$ cat src/rtl/norm_shift_counter.sv
// norm_shift_counter: post-add normalization for the FP adder datapath.
// Loads an un-normalized mantissa and shifts it left one bit per clock
// until its MSB is 1, counting the shifts for the exponent-adjust stage.
// Optional build macro NORM_EXP_ADJUST_EN adds exponent capture and
// adjustment (exp_in_i, exp_out_o, underflow_o).
//
// Handshake: start_i is a request sampled only while idle (busy_o=0);
// it is accepted on that edge and ignored at any other time. done_o is a
// single-cycle completion pulse; mant_out_o/shift_count_o are valid from
// that cycle and held until the next accepted start_i.
module norm_shift_counter #(
    parameter int W  = 24,
    parameter int CW = 5
) (
    input  logic          clk_i,
    input  logic          rst_n_i,
    input  logic          start_i,
    input  logic [W-1:0]  mant_in_i,
`ifdef NORM_EXP_ADJUST_EN
    input  logic [7:0]    exp_in_i,
    output logic [7:0]    exp_out_o,
    output logic          underflow_o,
`endif
    output logic [W-1:0]  mant_out_o,
    output logic [CW-1:0] shift_count_o,
    output logic          zero_o,
    output logic          busy_o,
    output logic          done_o,
    output logic [1:0]    state_o
);

    typedef enum logic [1:0] {
        IDLE  = 2'd0,
        SHIFT = 2'd1,
        DONE  = 2'd2
    } state_t;

    state_t        state_q, state_d;
    logic [W-1:0]  mant_q, mant_d;
    logic [CW-1:0] cnt_q, cnt_d;
    logic          zero_q, zero_d;

    // State and datapath registers, cleared asynchronously.
    always_ff @(posedge clk_i or negedge rst_n_i) begin
        if (!rst_n_i) begin
            state_q <= IDLE;
            mant_q  <= '0;
            cnt_q   <= '0;
            zero_q  <= 1'b0;
        end else begin
            state_q <= state_d;
            mant_q  <= mant_d;
            cnt_q   <= cnt_d;
            zero_q  <= zero_d;
        end
    end

    // Next-state and datapath update; a zero mantissa skips SHIFT since it
    // can never be normalized.
    always_comb begin
        state_d = state_q;
        mant_d  = mant_q;
        cnt_d   = cnt_q;
        zero_d  = zero_q;
        case (state_q)
            IDLE: begin
                if (start_i) begin
                    mant_d  = mant_in_i;
                    cnt_d   = '0;
                    zero_d  = (mant_in_i == '0);
                    state_d = (mant_in_i == '0) ? DONE : SHIFT;
                end
            end
            SHIFT: begin
                if (mant_q[W-1]) begin
                    state_d = DONE;
                end else begin
                    mant_d = {mant_q[W-2:0], 1'b0};
                    cnt_d  = cnt_q + 1'b1;
                end
            end
            DONE: begin
                state_d = IDLE;
            end
            default: begin
                state_d = IDLE;
            end
        endcase
    end

`ifdef NORM_EXP_ADJUST_EN
    logic [7:0]  exp_in_q, exp_in_d;
    logic [7:0]  exp_out_q, exp_out_d;
    logic        underflow_q, underflow_d;
    logic [31:0] exp_diff;
    logic        enter_done;

    assign enter_done = (state_d == DONE) && (state_q != DONE);
    assign exp_diff   = 32'(exp_in_q) - 32'(cnt_q);

    // Exponent result is produced on entry to DONE and held afterwards.
    always_comb begin
        exp_in_d    = exp_in_q;
        exp_out_d   = exp_out_q;
        underflow_d = underflow_q;
        if (state_q == IDLE && start_i) begin
            exp_in_d = exp_in_i;
        end
        if (enter_done) begin
            if (state_q == IDLE) begin
                // Zero mantissa: no exponent can represent it.
                exp_out_d   = '0;
                underflow_d = 1'b1;
            end else if (32'(cnt_q) > 32'(exp_in_q)) begin
                exp_out_d   = '0;
                underflow_d = 1'b1;
            end else begin
                exp_out_d   = exp_diff[7:0];
                underflow_d = 1'b0;
            end
        end
    end

    // Exponent registers, cleared asynchronously.
    always_ff @(posedge clk_i or negedge rst_n_i) begin
        if (!rst_n_i) begin
            exp_in_q    <= '0;
            exp_out_q   <= '0;
            underflow_q <= 1'b0;
        end else begin
            exp_in_q    <= exp_in_d;
            exp_out_q   <= exp_out_d;
            underflow_q <= underflow_d;
        end
    end

    assign exp_out_o   = exp_out_q;
    assign underflow_o = underflow_q;
`endif

    assign mant_out_o    = mant_q;
    assign shift_count_o = cnt_q;
    assign zero_o        = zero_q;
    assign busy_o        = (state_q != IDLE);
    assign done_o        = (state_q == DONE);
    assign state_o       = state_q;

endmodule
$ cat config.mk
export PLATFORM = sky130hd
export DESIGN_NAME = norm_shift_counter
export DESIGN_NICKNAME = d
export VERILOG_FILES = /design/src/rtl/norm_shift_counter.sv
export SDC_FILE = /design/constraint.sdc
export NUM_CORES = 1
export LEC_CHECK = 0
export CAP_MARGIN = 0
export CORE_ASPECT_RATIO = 1.75
export CORE_MARGIN = 2
export CORE_UTILIZATION = 48
export CTS_BUF_LIST = sky130_fd_sc_hd__clkbuf_4
export DETAILED_ROUTE_END_ITERATION = 6
export PLACE_DENSITY = 0.87
export SLEW_MARGIN = 5
export SYNTH_ARGS = -nofsm -noshare
export SYNTH_HDL_FRONTEND = slang
export SYNTH_SLANG_ARGS = --single-unit
$ cat constraint.sdc
create_clock -name clk_i -period 4.7 [get_ports clk_i]
set_clock_uncertainty 0.15 [all_clocks]
set_input_delay 0.94 -clock clk_i [delete_from_list [all_inputs] [get_ports clk_i]]
set_output_delay 0.94 -clock clk_i [all_outputs]
set_load 0.02 [all_outputs]
# ---- Word level (Yosys, flattened, before mapping)
# Index checks and enable logic that the tools add are counted.
# W data, S select, Z words.
dict set report totals {
  output_inout_bits 34
  ff_bits 32
  wordCells 29
  inputBits 27
}
dict set report classes {
  n_reduce_logical 8
  eq_ne 5
  mux 10
  add_sub_neg 1
}
# cell count
set ops {}
lappend ops {{$mux W24} 2}
lappend ops {{$pmux W24 S2} 1}
lappend ops {{$logic_not A24 Y1} 1}
lappend ops {{$mux W5} 2}
lappend ops {{$pmux W5 S2} 1}
lappend ops {{$mux W2} 3}
lappend ops {{$ne A2 B2 Y1 const B} 3}
lappend ops {{$reduce_and A2 Y1} 3}
lappend ops {{$add A5 B1 Y5 const B} 1}
lappend ops {{$pmux W2 S2} 1}
lappend ops {{$reduce_bool A2 Y1} 2}
lappend ops {{$reduce_and A3 Y1} 1}
lappend ops {{$eq A2 B1 Y1 const B} 1}
lappend ops {{$eq A2 B2 Y1 const B} 1}
lappend ops {{$logic_not A2 Y1} 1}

# ---- Depth between registers and ports, before layout
# Gate-level depths: netlist of the first run.
dict set report logic_depth {
  depth_word 4
  depth_mapped 6
}

# ---- Worst setup path after synthesis of the first run
# Ideal clock, no wire load.
dict set report synth_timing {
  kind {register to output}
  start {register state_q[1] (netlist: state_o[1])}
  end {output port done_o}
  path_buffers 1
  required_time_ps 3610
  path_stages_with_launch 3
  arrival_time_ps 1027
  path_slack_ps 2583
  path_cell_list {dfrtp_1 > buf_2 > nor2b_1}
}
dict set report synth_via {
  elab_chain_cells 1
}
# item line_no
set synth_rtl {}
lappend synth_rtl {{from (decl)} 38} ;# state_t state_q, state_d;
lappend synth_rtl {{from (signal assigned)} 51} ;# state_q <= state_d;
lappend synth_rtl {{$eq A2 B2 Y1} 145} ;# assign done_o = (state_q == DONE);
lappend synth_rtl {{to (decl)} 28} ;# output logic done_o,
# No other way between the ends.

# ---- Worst setup path in the final report of the first run
dict set report layout_timing {
  start {register state_q[0] (netlist: state_o[0])}
  end {output port busy_o}
}
dict set report layout_via {
  elab_chain_cells 1
}
# item line_no
set layout_rtl {}
lappend layout_rtl {{$reduce_bool A2 Y1} 144} ;# assign busy_o = (state_q != IDLE);
lappend layout_rtl {{to (decl)} 27} ;# output logic busy_o,
# No other way between the ends.

==> qor.yml, run 1 <==
run_status: "finished clean"
critPathCaptureType: "output pin"
fin_tns_setup_ns: 0
synth_top_area_share_pct: 51.3
synthToLayoutAreaGrowth_pct: 41.0
worstPathMaxFanout: 12
maxCapViolCount: 0
synth-edff-count: 0
synth_seq_cells: 32
avgRoutedWirePerCell_um: 16.3
drive_above_1_share_pct: 7.44
cts_root_buffer: "sky130_fd_sc_hd__clkbuf_4"
place.gp.congestion: 0.833
timing.final.crit_share_pct: 59.1
grt_pass1_vias: 1501
clock_path_buffers: 2
preCtsSetupSlack_ns: 1.87
postRouteAntennaNets: 0
synth.area.top_cells: "sky130_fd_sc_hd__dfrtp_1 51%, sky130_fd_sc_hd__a22oi_1 11%, sky130_fd_sc_hd__nand3_1 7.1%"
post-cts-setup-buffer-count: 0
power_per_cell_area_mw_per_mm2: 655
worstHoldPathType: "reg2reg"
clock_sink_count: 32
p_leak_nw: 0.966
grt_pass1_wl_um: 6690
detail_route.drc_violations: 0
ctsHtreeMaxLevel: 2
cts_hold_repair.buffers: 0
worst-setup-path-type: "reg2out"
floorplan.die_area_mm2: 0.00374
wl_um: 4220
synth.largest_area_cell: "sky130_fd_sc_hd__dfrtp_1"
first_iter_violations: 61
tritoncts: "yes"
post_synth_inst_count: 156
initial_core_util_pct: 49.7
setup_slack_ns: 1.92
worst-slew-pin-transition_ns: 1.14
period_minus_slack_ns: 2.78
synth.yosys.seq_area_share_pct: 51.3
post_cts_resize_count: 0
io_buffers: 60
worst-endpoint-required_ns: 3.61
worstSetupStartpointType: "flip-flop"
ir_drop_v: 0.000456
synthesis.area_per_instance_um2: 10.0
clk_transition_reported_paths_ns: 0.09
max_slew_margin_pct: 23.9
gr-usage-all-layers_pct: 24.8
final_net_count: 242
num_antenna_cells: 0
syn_std_cell_area_mm2: 0.00156
grt_setup_unrepaired: "no"
grt_max_degree: 27
timing.final.hold_violations: 0
yosysWarnings: 0
yosys_most_used_dff: "sky130_fd_sc_hd__dfrtp_1"
drt-vias-per-instance: 5.87
setup_viol_count_final: 0
fmax_mhz: 360
synth_cell_type_count: 29
floorplan.core_area_mm2: 0.00314
antenna_found_initial: 0
source_to_sink_clock_delay_at_the_later_pin_of_the_worst_skew_pair_ns: 0.32
dieHeight_um: 79.4
io_pins: 61
std_cell_rows: 27
timing.final.max_slew_violations: 0
dieWidth_um: 47.1
sum_of_net_half_perimeters_after_detailed_placement_um: 3040
numCtsBuffers: 5
dr.pass1.iters: 4
postSynth.asyncResetShare_pct: 100
overflow: 0
route.vias.total: 1515
critical_path_arrival_ns: 1.69
ys_top_cells_by_count: "32 x sky130_fd_sc_hd__dfrtp_1, 26 x sky130_fd_sc_hd__nand2_1, 23 x sky130_fd_sc_hd__a22oi_1"
postSynthNetCount: 184
synthMostInstantiatedCell: "sky130_fd_sc_hd__dfrtp_1"
[final cells by class]
class / count / area, um2
multi-input cells: 109 / 654
fillers: 263 / 942
clock buffers: 7 / 52.6
repair buffers: 63 / 623
clock inverters: 1 / 3.75
well taps: 43 / 53.8
inverters: 3 / 11.3
flip-flops and latches: 32 / 801
[layer usage]
metal	wire [um]	part of all wire, %	vias up	global-route usage [%]
li1	-	-	681	-
met1	1610	38	735	30.7
met2	2190	52	85	39.3
met3	275	6.5	14	4.75
met4	142	3.4	0	13.1
met5	0	0	-	0
[logic make-up (layout without fill, tap and decap cells)]
family          count (synthesis)  in the layout  synth area share, %
xor+xnor                        1              1                0.561
compound gates                 34             34                 15.2
fa+ha+maj                       1              1                0.802
flops                          32             32                 51.3
simple gates                   71             71                 24.1
buf+inv                        15             74                 6.74
mux                             2              2                 1.28
[worst max-delay path, cell delays in order (launching register included)]
cell and delay [ns]:
sky130_fd_sc_hd__dfrtp_1 0.50, sky130_fd_sc_hd__or2_2 0.33, sky130_fd_sc_hd__clkdlybuf4s50_1 0.54
[metrics by stage]
| stage | area (um2) | util [%] | hold slack [ns] | power, mW | instances |
|---|---|---|---|---|---|
| global route | 2200 | 70.0 | 0.388 | 1.54 | 258 |
| CTS | 2200 | 70.0 | 0.357 | 1.45 | 258 |
| global placement | 2140 | 68.2 | 0.312 | 1.26 | 250 |
| floorplan | 1560 | - | 0.429 | 0.958 | 156 |
| detailed placement | 2140 | 68.2 | 0.337 | 1.28 | 250 |
| finish | 2200 | 70.0 | 0.345 | 1.44 | 258 |
[report_power, final]
part / leakage [nW] / switching [mW] / internal, mW
registers: 0.403 / 0.129 / 0.394
clock network: 0.0338 / 0.0870 / 0.0690
logic: 0.529 / 0.407 / 0.354
total: 0.966 / 0.623 / 0.817
[cell usage in the layout, fill, tap and decap left out, types with 3 or more instances in the layout]
cell,instances
sky130_fd_sc_hd__nor4_1,6
sky130_fd_sc_hd__nand4_1,3
sky130_fd_sc_hd__nand3_1,22
sky130_fd_sc_hd__buf_4,3
sky130_fd_sc_hd__dfrtp_1,32
sky130_fd_sc_hd__nand2_1,26
sky130_fd_sc_hd__a22oi_1,23
sky130_fd_sc_hd__clkdlybuf4s50_1,60
sky130_fd_sc_hd__o21ai_0,6
sky130_fd_sc_hd__nor2_1,3
sky130_fd_sc_hd__clkbuf_4,7
sky130_fd_sc_hd__inv_1,3
[worst paths after layout]
kind / startpoint / to / slack, ns / depth (start not counted)
setup / recovery: state_o[0] / busy_o / 1.92 / 2
hold / removal: zero_o / zero_o / 0.35 / 2
setup reg to reg: state_o[1] / state_o[0] / 2.71 / 3
hold reg to reg: zero_o / zero_o / 0.35 / 2
max in group asynchronous: rst_n_i / mant_out_o[12] / 2.60 / 2
min in group asynchronous: rst_n_i / mant_out_o[22] / 1.07 / 1
[registers in the layout, summed over array words and instances, names as in the netlist]
| register | count |
|---|---|
| shift_count_o | 5 |
| mant_out_o | 24 |
| zero_o | 1 |
| state_o | 2 |
No activity file was read; power rests on OpenSTA's default activity.
==> run 2: changes to the inputs <==
--- a/config.mk
+++ b/config.mk
@@ -8,10 +8,10 @@
 export CAP_MARGIN = 0
 export CORE_ASPECT_RATIO = 1.75
 export CORE_MARGIN = 2
-export CORE_UTILIZATION = 48
+export CORE_UTILIZATION = 45
 export CTS_BUF_LIST = sky130_fd_sc_hd__clkbuf_4
 export DETAILED_ROUTE_END_ITERATION = 6
-export PLACE_DENSITY = 0.87
+export PLACE_DENSITY = 0.82
 export SLEW_MARGIN = 5
 export SYNTH_ARGS = -nofsm -noshare
 export SYNTH_HDL_FRONTEND = slang
==> constraint.sdc (replaced) <==
create_clock -name clk_i -period 2.9 [get_ports clk_i]
set_clock_uncertainty 0.15 [all_clocks]
set_input_delay 0.58 -clock clk_i [delete_from_list [all_inputs] [get_ports clk_i]]
set_output_delay 0.58 -clock clk_i [all_outputs]
set_load 0.02 [all_outputs]
==> run 2 against run 1 <==
Count of clock-buffer cells in the layout is 1 lower. Non-clock buffer count stayed put. Via count is 0.99% lower. Die area is 6.2% higher. Routed wire length is 0.19% lower. Final area is 0.17% lower. Critical path depth stayed put. Utilization is 4.7 points lower. Critical endpoint unchanged. Highest routed layer unchanged.
==> qor.yml, run 2 (synthesis results as in run 1) <==
antenna_found_initial: 0
grt_setup_unrepaired: "no"
clk_transition_reported_paths_ns: 0.09
cts_root_buffer: "sky130_fd_sc_hd__clkbuf_4"
layout.cell_area.non_filler_mm2: 0.00220
source_to_sink_clock_delay_at_the_later_pin_of_the_worst_skew_pair_ns: 0.33
stdcell_count: 259
run_status: "finished clean"
dieHeight_um: 81.9
p_leak_nw: 0.964
drt-vias-per-instance: 5.79
timing.final.max_slew_violations: 0
most_frequent_cells_in_the_layout: "60 x sky130_fd_sc_hd__clkdlybuf4s50_1, 32 x sky130_fd_sc_hd__dfrtp_1, 26 x sky130_fd_sc_hd__nand2_1"
setup_viol_count_final: 0
grt_pass1_vias: 1422
first_iter_violations: 45
detail_route.drc_violations: 0
layout.cells.most_common: "sky130_fd_sc_hd__clkdlybuf4s50_1"
path_cells: "or2_2, clkdlybuf4s50_1"
period_minus_slack_ns: 2.44
sum_of_net_half_perimeters_after_detailed_placement_um: 3000
timing.critical_path.slowest_stage_cell: "sky130_fd_sc_hd__clkdlybuf4s50_1"
worstPathMaxFanout: 13
grt_max_degree: 33
timing.final.hold_violations: 0
ctsHtreeMaxLevel: 2
rr_worst_depth: 3
groute.layer.met1.usage_pct: 27.2
worstHoldPathType: "reg2reg"
place.gp.congestion: 0.812
worst-endpoint-required_ns: 2.17
dr.pass1.iters: 4
fmax_mhz: 410
fin_tns_setup_ns: 0
worst-slew-pin-transition_ns: 0.915
post-place-cells: 252
path_depth: 2
overflow: 0
drive_above_1_share_pct: 7.48
grt_pass1_wl_um: 6900
holdPathStages: 1
initial_core_util_pct: 46.4
critical_path_arrival_ns: 1.71
clock_path_buffers: 2
worst_path_largest_cell_delay_ns: 0.54
busiest_layer: "met2"
floorplan.die_area_mm2: 0.00397
tritoncts: "yes"
timing.final.crit_share_pct: 84.1
avgRoutedWirePerCell_um: 16.3
gr-usage-all-layers_pct: 22.7
critPathLaunch: "state_o[1]"
route.vias.total: 1500
reg2reg_to: "state_o[0]"
std_cell_rows: 28
numCtsBuffers: 5
critical_path.top_delay_family: "buffers and inverters"
num_antenna_cells: 0
post_cts_resize_count: 0
setup.worst_path.end: "busy_o"
critPathCaptureType: "output pin"
clock_sink_count: 32
post-cts-setup-buffer-count: 0
placement.cell_area_mm2: 0.00215
wl_um: 4210
cp.buffers_inverters: 1
power_per_cell_area_mw_per_mm2: 1060
rrSetupSlack_ns: 0.82
dieWidth_um: 48.5
max_slew_margin_pct: 39.0
worst-setup-path-type: "reg2out"
cts_hold_repair.buffers: 0
grtUsageMet2_pct: 39.2
synthToLayoutAreaGrowth_pct: 40.7
io_buffers: 60
ir_drop_v: 0.000589
floorplan.core_area_mm2: 0.00336
final_net_count: 242
total_power_mw: 2.32
worstSetupStartpointType: "flip-flop"
largest_register_ffs: 24
grt_util_met3_pct: 4.73
io_pins: 61
postRouteAntennaNets: 0
maxCapViolCount: 0
critical_path.reg2reg.startpoint: "state_o[1]"
finalHoldWorstSlack_ns: 0.326
-- run 2: cell types whose count changed in the layout (fill, tap and decap cells not counted) --
cell / before / now
sky130_fd_sc_hd__clkbuf_4: 7 / 6
sky130_fd_sc_hd__clkinv_1: 1 / 0
sky130_fd_sc_hd__clkinv_2: 0 / 1
-- run 2: final cells by class --
class / instances / area [um2]
clock inverters: 1 / 5.00
repair buffers: 63 / 623
clock buffers: 6 / 45.0
well taps: 45 / 56.3
fillers: 289 / 1170
flip-flops and latches: 32 / 801
multi-input cells: 109 / 654
inverters: 3 / 11.3
-- run 2: through the flow --
stage                     setup WS [ns]  util, %
final                             0.460     65.3
after global routing              0.371     65.3
after CTS                         0.435     65.3
after detailed placement          0.411     63.8
after global placement            0.464     63.8
after floorplan                    1.14        -
-- run 2: power breakdown --
group          leakage (nW)  internal (mW)  switching, mW
clock                0.0315         0.0985          0.147
combinational         0.529          0.575          0.652
sequential            0.403          0.638          0.212
total                 0.964           1.31           1.01
-- run 2: worst min-delay path by stage --
stage | start | end
2_1_floorplan | rst_n_i | mant_out_o[0]
3_3_place_gp | shift_count_o[4] | shift_count_o[4]
3_5_place_dp | shift_count_o[4] | shift_count_o[4]
4_1_cts | shift_count_o[4] | shift_count_o[4]
5_1_grt | shift_count_o[4] | shift_count_o[4]
6_report | shift_count_o[4] | shift_count_o[4]
-- run 2: layer usage --
metal  up-vias  share of wire, %
met5         -                 0
met4         0               2.2
li1        687                 -
met1       728                39
met3        11               6.6
met2        74                53
-- run 2: worst reg2reg max path, cell delays in order, from the launching register on --
cell and delay, ns:
sky130_fd_sc_hd__dfrtp_1 0.57, sky130_fd_sc_hd__or3b_1 0.77, sky130_fd_sc_hd__nand3_1 0.25, sky130_fd_sc_hd__o21a_1 0.24
==> run 3: changes to the inputs <==
==> constraint.sdc (replaced) <==
create_clock -name clk_i -period 2.4 [get_ports clk_i]
set_clock_uncertainty 0.15 [all_clocks]
set_input_delay 0.48 -clock clk_i [delete_from_list [all_inputs] [get_ports clk_i]]
set_output_delay 0.48 -clock clk_i [all_outputs]
set_load 0.02 [all_outputs]
==> run 3 against run 2 <==
Flip-flop and latch count is the same. Routed wire length shrank 0.90%. Critical path depth is the same. Critical endpoint unchanged.
==> qor.yml, run 3 (synthesis results as in run 1) <==
run_status: "finished clean"
first_iter_violations: 43
fmax_mhz: 433
source_to_sink_clock_delay_at_the_later_pin_of_the_worst_skew_pair_ns: 0.33
critPathCaptureType: "output pin"
avgRoutedWirePerCell_um: 15.9
gr-usage-all-layers_pct: 22.6
ctsHtreeMaxLevel: 2
worstPathMaxFanout: 12
grt_pass1_vias: 1532
worst-endpoint-required_ns: 1.77
stdcell_count: 263
dieWidth_um: 48.5
maxCapViolCount: 0
worst-setup-path-type: "reg2out"
setup_viol_count_final: 0
dr.pass1.iters: 4
largest_register_ffs: 24
worst-slew-pin-transition_ns: 0.846
floorplan.die_area_mm2: 0.00397
clock_sink_count: 32
grt_pass1_wl_um: 6930
clk_transition_reported_paths_ns: 0.10
io_buffers: 60
finish.utilization_pct: 66.2
timing.final.max_slew_violations: 0
cts_root_buffer: "sky130_fd_sc_hd__clkbuf_4"
fin_tns_setup_ns: 0
antenna_found_initial: 0
preCtsSetupSlack_ns: 0.286
floorplan.core_area_mm2: 0.00336
numCtsBuffers: 5
tritoncts: "yes"
overflow: 0
synthToLayoutAreaGrowth_pct: 42.7
period_minus_slack_ns: 2.31
worstHoldPathType: "reg2reg"
timing.final.hold_violations: 0
grt_max_degree: 33
layout.cells.most_common: "sky130_fd_sc_hd__clkdlybuf4s50_1"
dieHeight_um: 81.9
sum_of_net_half_perimeters_after_detailed_placement_um: 3030
timing.final.crit_share_pct: 96.2
wl_um: 4170
initial_core_util_pct: 46.4
p_leak_nw: 0.978
std_cell_rows: 28
route.vias.total: 1490
final-seq-area_um2: 803
setup_slack_ns: 0.0916
placement.cell_area_mm2: 0.00217
io_pins: 61
post-place-cells: 255
grt_setup_unrepaired: "no"
layout.cell_area.non_filler_mm2: 0.00223
final_net_count: 245
critical_path_arrival_ns: 1.68
max_slew_margin_pct: 43.6
ir_drop_v: 0.000654
most_frequent_cells_in_the_layout: "60 x sky130_fd_sc_hd__clkdlybuf4s50_1, 30 x sky130_fd_sc_hd__dfrtp_1, 26 x sky130_fd_sc_hd__nand2_1"
power_per_cell_area_mw_per_mm2: 1280
cts_hold_repair.buffers: 0
worstSetupStartpointType: "flip-flop"
detail_route.drc_violations: 0
postRouteAntennaNets: 0
place.gp.congestion: 0.813
drt-vias-per-instance: 5.67
num_antenna_cells: 0
multiInputGateArea_um2: 654
final.fill_count: 300
clock_path_buffers: 2
drive_above_1_share_pct: 9.63
## run 3: changes by cell type in the layout (fill, tap and decap cells not counted), sizes merged
cell    delta
buf        +3
clkbuf     +1
## run 3: worst paths after layout
path,startpoint,to,slack [ns],cells past startpoint
setup / recovery,state_o[0],busy_o,0.09,2
hold / removal,shift_count_o[4],shift_count_o[4],0.32,1
setup reg to reg,state_o[1],mant_out_o[22],0.54,3
hold reg to reg,shift_count_o[4],shift_count_o[4],0.32,1
max in group asynchronous,rst_n_i,state_o[0],1.39,2
min in group asynchronous,rst_n_i,shift_count_o[1],0.39,2
## run 3: per-stage QoR
stage | power, mW | hold slack [ns]
global route | 3.04 | 0.366
detailed placement | 2.53 | 0.316
global placement | 2.50 | 0.312
CTS | 2.85 | 0.330
finish | 2.84 | 0.324
floorplan | 1.88 | 0.0344
## run 3: power by group
part	internal, mW	total [mW]	switching, mW	leakage (nW)
logic	0.714	1.50	0.786	0.544
registers	0.775	1.02	0.249	0.400
clock network	0.135	0.318	0.183	0.0338
## run 3: layout make-up
type,count,area share [%]
well taps,45,2.53
multi-input cells,109,29.4
flip-flops and latches,32,36.1
inverters,3,0.506
repair buffers,66,29.0
clock buffers,7,2.36
clock inverters,1,0.169
## run 3: critical path: stages (launching register included)
cell and delay, ns:
sky130_fd_sc_hd__dfrtp_2 0.49, sky130_fd_sc_hd__or2_2 0.31, sky130_fd_sc_hd__clkdlybuf4s50_1 0.54
## run 3: timing repair
action | 4_1_cts | 5_1_grt
buffers inserted | 0 | 0
gates resized for setup | 0 | 2
endpoints found under the setup margin | 0 | 2
## run 3: layer usage
layer | vias up | global-route usage, % | routed length, um
met5 | - | 0 | 0
met3 | 9 | 5.27 | 274
met2 | 69 | 41.4 | 2220
li1 | 692 | - | -
met1 | 720 | 24.5 | 1590
met4 | 0 | 11.1 | 87
